`config.mk`:
```
export PLATFORM = sky130hd
export DESIGN_NAME = usart_tx_frame_flat
export DESIGN_NICKNAME = d
export VERILOG_FILES = /design/src/rtl/usart_tx_frame_if.sv /design/src/rtl/usart_tx_frame.sv /design/src/flat_wrapper.sv
export SDC_FILE = /design/constraint.sdc
export NUM_CORES = 1
export LEC_CHECK = 0
export ABC_AREA = 1
export CORE_ASPECT_RATIO = 1.75
export CORE_MARGIN = 5
export CORE_UTILIZATION = 55
export CTS_CLUSTER_DIAMETER = 150
export CTS_CLUSTER_SIZE = 24
export DETAILED_ROUTE_END_ITERATION = 12
export GPL_TIMING_DRIVEN = 0
export PLACE_DENSITY = 0.84
export SLEW_MARGIN = 10
export SYNTH_ARGS = -nofsm -noshare
export SYNTH_HDL_FRONTEND = slang
export SYNTH_SLANG_ARGS = --single-unit
```
`constraint.sdc`:
```
create_clock -name clk -period 5.15 [get_ports clk]
set_input_delay 1.03 -clock clk [delete_from_list [all_inputs] [get_ports clk]]
set_output_delay 1.03 -clock clk [all_outputs]
set_load 0.01 [all_outputs]
```
`src/rtl/usart_tx_frame_if.sv`:
```
// Byte handshake between the parity generator stage and the USART transmit serializer.
// The master side offers a byte plus its parity bit; the slave side answers with ready.
interface usart_tx_frame_if;
    logic [7:0] tx_data;
    logic       parity_in;
    logic       tx_valid;
    logic       tx_ready;

    modport master (output tx_data, output parity_in, output tx_valid, input tx_ready);
    modport slave  (input tx_data, input parity_in, input tx_valid, output tx_ready);
endinterface

```
`src/rtl/usart_tx_frame.sv`:
```
// USART transmit serializer: start bit, 8 data bits LSB first, optional parity, stop bit(s).
// Optional parity slot is compiled in when USART_TX_PARITY_EN is defined.
module usart_tx_frame #(
    parameter int CLKS_PER_BIT = 868,
    parameter int STOP_BITS    = 1
) (
    input  logic               clk,
    input  logic               rst,
    usart_tx_frame_if.slave    up,
    output logic               tx,
    output logic               tx_busy,
    output logic               tx_done
);

    localparam int CNT_W = (CLKS_PER_BIT > 1) ? $clog2(CLKS_PER_BIT) : 1;
    localparam logic [CNT_W-1:0] CNT_LAST  = CNT_W'(CLKS_PER_BIT - 1);
    localparam logic             STOP_LAST = (STOP_BITS == 2) ? 1'b1 : 1'b0;

    typedef enum logic [2:0] {
        IDLE,
        START,
        DATA,
`ifdef USART_TX_PARITY_EN
        PARITY,
`endif
        STOP
    } state_t;

    state_t           state_q, state_d;
    logic [CNT_W-1:0] cnt_q, cnt_d;
    logic [2:0]       bit_q, bit_d;
    logic             stop_q, stop_d;
    logic [7:0]       shift_q, shift_d;
    logic             tx_q, tx_d;
    logic             done_q, done_d;
    logic             bit_end;
`ifdef USART_TX_PARITY_EN
    logic             par_q, par_d;
`endif

    assign bit_end     = (cnt_q == CNT_LAST);
    assign up.tx_ready = (state_q == IDLE);
    assign tx_busy     = (state_q != IDLE);
    assign tx          = tx_q;
    assign tx_done     = done_q;

    always_comb begin
        state_d = state_q;
        cnt_d   = cnt_q;
        bit_d   = bit_q;
        stop_d  = stop_q;
        shift_d = shift_q;
        tx_d    = tx_q;
        done_d  = 1'b0;
`ifdef USART_TX_PARITY_EN
        par_d   = par_q;
`endif

        if (state_q != IDLE) begin
            cnt_d = bit_end ? '0 : cnt_q + 1'b1;
        end

        case (state_q)
            IDLE: begin
                tx_d = 1'b1;
                // In IDLE ready is high, so valid alone means accept.
                if (up.tx_valid) begin
                    state_d = START;
                    shift_d = up.tx_data;
`ifdef USART_TX_PARITY_EN
                    par_d   = up.parity_in;
`endif
                    cnt_d   = '0;
                    bit_d   = '0;
                    stop_d  = 1'b0;
                    tx_d    = 1'b0;
                end
            end
            START: begin
                if (bit_end) begin
                    state_d = DATA;
                    tx_d    = shift_q[0];
                end
            end
            DATA: begin
                if (bit_end) begin
                    if (bit_q == 3'd7) begin
`ifdef USART_TX_PARITY_EN
                        state_d = PARITY;
                        tx_d    = par_q;
`else
                        state_d = STOP;
                        tx_d    = 1'b1;
`endif
                    end else begin
                        bit_d   = bit_q + 3'd1;
                        shift_d = shift_q >> 1;
                        tx_d    = shift_q[1];
                    end
                end
            end
`ifdef USART_TX_PARITY_EN
            PARITY: begin
                if (bit_end) begin
                    state_d = STOP;
                    tx_d    = 1'b1;
                end
            end
`endif
            STOP: begin
                if (bit_end) begin
                    if (stop_q == STOP_LAST) begin
                        state_d = IDLE;
                        done_d  = 1'b1;
                    end else begin
                        stop_d  = 1'b1;
                    end
                    tx_d = 1'b1;
                end
            end
            default: begin
                state_d = IDLE;
                tx_d    = 1'b1;
            end
        endcase
    end

    always_ff @(posedge clk) begin
        if (rst) begin
            state_q <= IDLE;
            cnt_q   <= '0;
            bit_q   <= '0;
            stop_q  <= 1'b0;
            tx_q    <= 1'b1;
            done_q  <= 1'b0;
        end else begin
            state_q <= state_d;
            cnt_q   <= cnt_d;
            bit_q   <= bit_d;
            stop_q  <= stop_d;
            tx_q    <= tx_d;
            done_q  <= done_d;
        end
    end

    // Frame payload holds no control meaning, so it is left out of reset.
    always_ff @(posedge clk) begin
        shift_q <= shift_d;
`ifdef USART_TX_PARITY_EN
        par_q   <= par_d;
`endif
    end

endmodule

```
`src/flat_wrapper.sv`:
```
// flat-port wrapper written by rule: the top's interface ports become plain ports
module usart_tx_frame_flat 
#(
    parameter int CLKS_PER_BIT = 868,
    parameter int STOP_BITS    = 1
)
  (clk, rst, tx, tx_busy, tx_done, up_tx_data, up_parity_in, up_tx_valid, up_tx_ready);
  usart_tx_frame_if up_i ();
  input  logic clk;
  input  logic rst;
  output logic tx;
  output logic tx_busy;
  output logic tx_done;
  input wire logic [$bits(up_i.tx_data)-1:0] up_tx_data;
  input wire logic [$bits(up_i.parity_in)-1:0] up_parity_in;
  input wire logic [$bits(up_i.tx_valid)-1:0] up_tx_valid;
  output wire logic [$bits(up_i.tx_ready)-1:0] up_tx_ready;
  assign up_i.tx_data = up_tx_data;
  assign up_i.parity_in = up_parity_in;
  assign up_i.tx_valid = up_tx_valid;
  assign up_tx_ready = up_i.tx_ready;
  usart_tx_frame #(.CLKS_PER_BIT(CLKS_PER_BIT), .STOP_BITS(STOP_BITS)) u_core (.clk(clk), .rst(rst), .up(up_i), .tx(tx), .tx_busy(tx_busy), .tx_done(tx_done));
endmodule
```
* After elaboration in Yosys (flattened, before gate mapping)
Cells that the tools add are included.
** Operators by class
- Div/mod/pow operators :: 0
- Equal/unequal tests :: 12
- Shifts and indexed selects :: 0
- Add/sub/neg operators :: 2
- Reductions and logical operators :: 9
- Multiply operators :: 0
- Order comparisons :: 0
- Mux-type cells :: 30
- Bitwise logic cells :: 2
** Operators with widths (number)
- $mux 10 :: 4
- $mux 3 :: 9
- $mux 8 :: 3
- $pmux 8 s2 :: 1
- $pmux 3 s4 :: 1
- $add 10x1->10 const B :: 1
- $eq 10x10->1 const B :: 1
- $mux 1 :: 9
- $ne 2x1->1 const B :: 4
- $eq 3x2->1 const B :: 2
- $ne 2x2->1 const B :: 3
- $pmux 3 s2 :: 1
- $reduce_and 3->1 :: 2
- $reduce_and 6->1 :: 1
- $pmux 1 s4 :: 1
- $reduce_and 4->1 :: 1
- $reduce_bool 2->1 :: 2
- $add 3x1->3 const B :: 1
- $eq 3x1->1 const B :: 1
- $eq 3x3->1 const B :: 1
- $logic_not 3->1 :: 1
- $reduce_bool 3->1 :: 1
- $reduce_or 3->1 :: 1
- $not 1->1 :: 2
- $pmux 1 s2 :: 1
** Storage, ports and cells
- Bits in latches :: 0
- ROM bits :: 0
- Memories kept :: 0
- Register bits after elaboration :: 27
- Bits in writable memories :: 0

* Depth between registers and ports, before layout
- Word-level depth :: 5
- Mapped depth :: 10

* Least setup slack after synthesis
OpenSTA, ideal clock, no wires.
- Kind :: input port to flip-flop
- Start :: input up_tx_valid
- End :: register u_core.shift_q[0] (enable)
- Setup time :: 0.324 ns
- Stages on the path :: 4
- Arrival :: 1.595 ns
- Setup slack :: 3.231 ns
- Path buffers :: 0
- Path through :: nor2_4 a21oi_2 nand3_1 inv_1
** Between the ends
- Cells in the longest elaborated chain, start to end :: 2
** RTL lines
- start: declaration :: RTL line flat_wrapper.sv:16 : input wire logic [$bits(up_i.tx_valid)-1:0] up_tx_valid;
- $ne 2x2->1 (no source line)
- $reduce_and 4->1 (no source line)
- end signal: assignment :: RTL line usart_tx_frame.sv:148 : shift_q <= shift_d;
- end: declaration :: RTL line usart_tx_frame.sv:33 : logic [7:0] shift_q, shift_d;
No other way between the ends.
A chain may end at the register's enable or synchronous reset.

* Worst setup path after layout
- Start :: register u_core.state_q[0]
- End :: output tx_busy
** Between the ends
- Cells in the longest elaborated chain, start to end :: 1
** RTL lines
- start: declaration :: RTL line usart_tx_frame.sv:29 : state_t state_q, state_d;
- start signal: assignment :: RTL line usart_tx_frame.sv:137 : state_q <= state_d;
- $reduce_bool 3->1 :: RTL line usart_tx_frame.sv:43 : assign tx_busy = (state_q != IDLE);
- end: declaration :: RTL line flat_wrapper.sv:12 : output logic tx_busy;
No other way between the ends.

==> run metrics <==
async set-reset flop share out of synthesis 0%; post-synthesis simple-gate area fraction 32.9%; num ports 16; Final HPWL DP 2.06 mm; CTS max path bufs 2; Worst setup EP type output pin; largest family of logic cells by synthesized area simple AND/OR/NAND/NOR gates; number of max-cap violations 0; Max IR drop VDD 0.338 mV; die span in x around 47 um; Core Area around 2300 um^2; area occupied by multi-input gates 642 um^2; most common cell after layout, fill and taps aside nand2_1; post-place setup slack 2510 ps; # port buffers 13; final clock skew 2.47 ps; pwr dens 421 nW/um^2; RD Place Congestion 0.884; Synth Area in Compound Gates 8.51%; Post-synth EDFFs 8; total power 638 uW; clock slew seen by the registers of the worst setup and hold paths 80 ps; CTS tree built; DRT iter0 DRCs 35; period utilization between 50% and 60%; Mapped Area 1310 um^2; setup ws final 2410 ps; Area Overhead vs Synth 15.8%; most frequent cells in the layout 58 x nand2_1, 17 x dfxtp_1, 14 x inv_1, 14 x a21oi_1; ys flop type dfxtp_1; GRT busiest layer met2; FMAX 365 MHz; Vias/cell 5.35; critical path required time 4120 ps; Tmin final ~2700 ps; vias in the first global route 1,143; Ys Warns 0; Seq. cell area 581 um^2; Seq cells post-synth 25; post-synthesis average cell area 7.61 um^2; data arrival time of the critical path 1710 ps; clock root buffer clkbuf_8; Final Hold Viols 0; row count 23; placed instance area around 1500 um^2; number of diodes 0; Finished Cell Area ~1500 um^2; Filler cells a little over 200; cts bufs inserted 3; XOR/XNOR Fraction of Synth Area 0%; met1 usage 16.9%; share of layout cells above drive strength 1 10.1%; Post-CTS Setup Inserts 0; global-route wire length before repair 4.51 mm; Leak 0.000633 uW; Overall Global Routing Usage between 15 and 20%; Setup CP Type reg2out; GR Util met3 3.15%; PostCTS Resize Cnt 0; Die ar. 3490 um^2; worst slew pin tran 395 ps; GRT overflow 0; htree depth 1; status finished clean; Netlist cell types 22; CTS Sinks 25; Mapped Nets 192; Post-Synthesis Cells 172; Global Route met2 Usage between 30% and 40%; Hold Crit Class reg2reg; detailed-route DRC error count 0; area leader, netlist dfxtp_1; antenna violations before repair 0; Starting Density 56.8%; Post-Route Setup TNS 0 ps; clk_lat worst skew 270 ps; Max Slew Vio Count 0; RSZ-0062 raised after global routing no; top cells by area, synth dfxtp_1 26%, edfxtp_1 18%, nand2_1 17%; mux contribution to synthesized area 0%; DR WL/cell 12.4 um; largest net degree at the start of global routing 14; CP Launch Type register; post-synthesis adder-cell area fraction 7.65%; via count ~1,100; Detailed Routing Iterations Pass 1 4; DRT antenna net count 0; Synth top area share 26.0%; post-synthesis sequential area ratio 44.4%; die height 74.5 um; DRT Wirelength 2.65 mm; Slew headroom 73.6%; final setup fails 0; largest driver fanout on the critical path 5; fin nets 210; Hold Buf Count CTS 0
final cells by class:
| class | count | area share, % |
|---|---|---|
| buffer | 3 | 1.24 |
| clock buffer | 4 | 2.97 |
| inverter | 18 | 4.46 |
| multi-input combinational | 126 | 42.4 |
| sequential | 25 | 38.3 |
| tap | 25 | 2.06 |
| timing repair buffer | 13 | 8.59 |
metal layers:
layer	part of all wire [%]	vias up	wire length (um)
met4	2.3	0	61
li1	-	591	-
met1	37	524	977
met3	4.0	4	107
met5	0	-	0
met2	57	25	1500
kinds of logic (layout without fill, tap and decap cells):
kind of cell,count (synthesis),count (layout)
compound gates,21,21
simple gates,97,97
fa+ha+maj,8,8
flops,25,25
buf+inv,21,38
path summary, 6_finish.rpt:
path                startpoint                 to  slack [ps]  cells past startpoint
max          u_core.state_q[0]            tx_busy        2410                      4
min                  u_core.tx          u_core.tx         460                      2
max reg2reg  u_core.state_q[0]  u_core.shift_q[2]        3170                      7
min reg2reg          u_core.tx          u_core.tx         460                      2
through the flow:
| step | instances | util [%] | hold WS [ps] |
|---|---|---|---|
| floorplan | 172 | - | 444 |
| global placement | 210 | 63.9 | 444 |
| detailed placement | 210 | 63.9 | 450 |
| CTS | 214 | 65.8 | 472 |
| global route | 214 | 65.8 | 507 |
| finish | 214 | 65.8 | 465 |
synth_stat cells, types with 2 or more instances:
library cell  instances
nand2_1              58
a21oi_1              14
inv_1                14
nand4_1               5
buf_4                 2
nand3_1              11
nand2_2               2
edfxtp_1              8
nand3_2               2
nor2_1               13
dfxtp_1              17
inv_2                 4
ha_1                  8
or2_2                 2
o21ai_0               5
state kept, by name, summed over array words and instances, names as in the netlist:
register        count
u_core.cnt_q       10
u_core.shift_q      8
u_core.state_q      2
u_core.tx_done      1
u_core.tx           1
u_core.bit_q        3
critical path, stage by stage (launching register included):
cell and delay [ps]:
dfxtp_1 380, inv_1 100, ha_1 270, inv_2 140, clkdlybuf4s50_1 550
report_power, final:
group	total, uW	internal, uW	switching [uW]
clock network	115	55.4	59.2
registers	291	267	23.9
logic	233	85.1	147
total	638	407	230
Note: power is estimated with default switching activity, not from simulation.
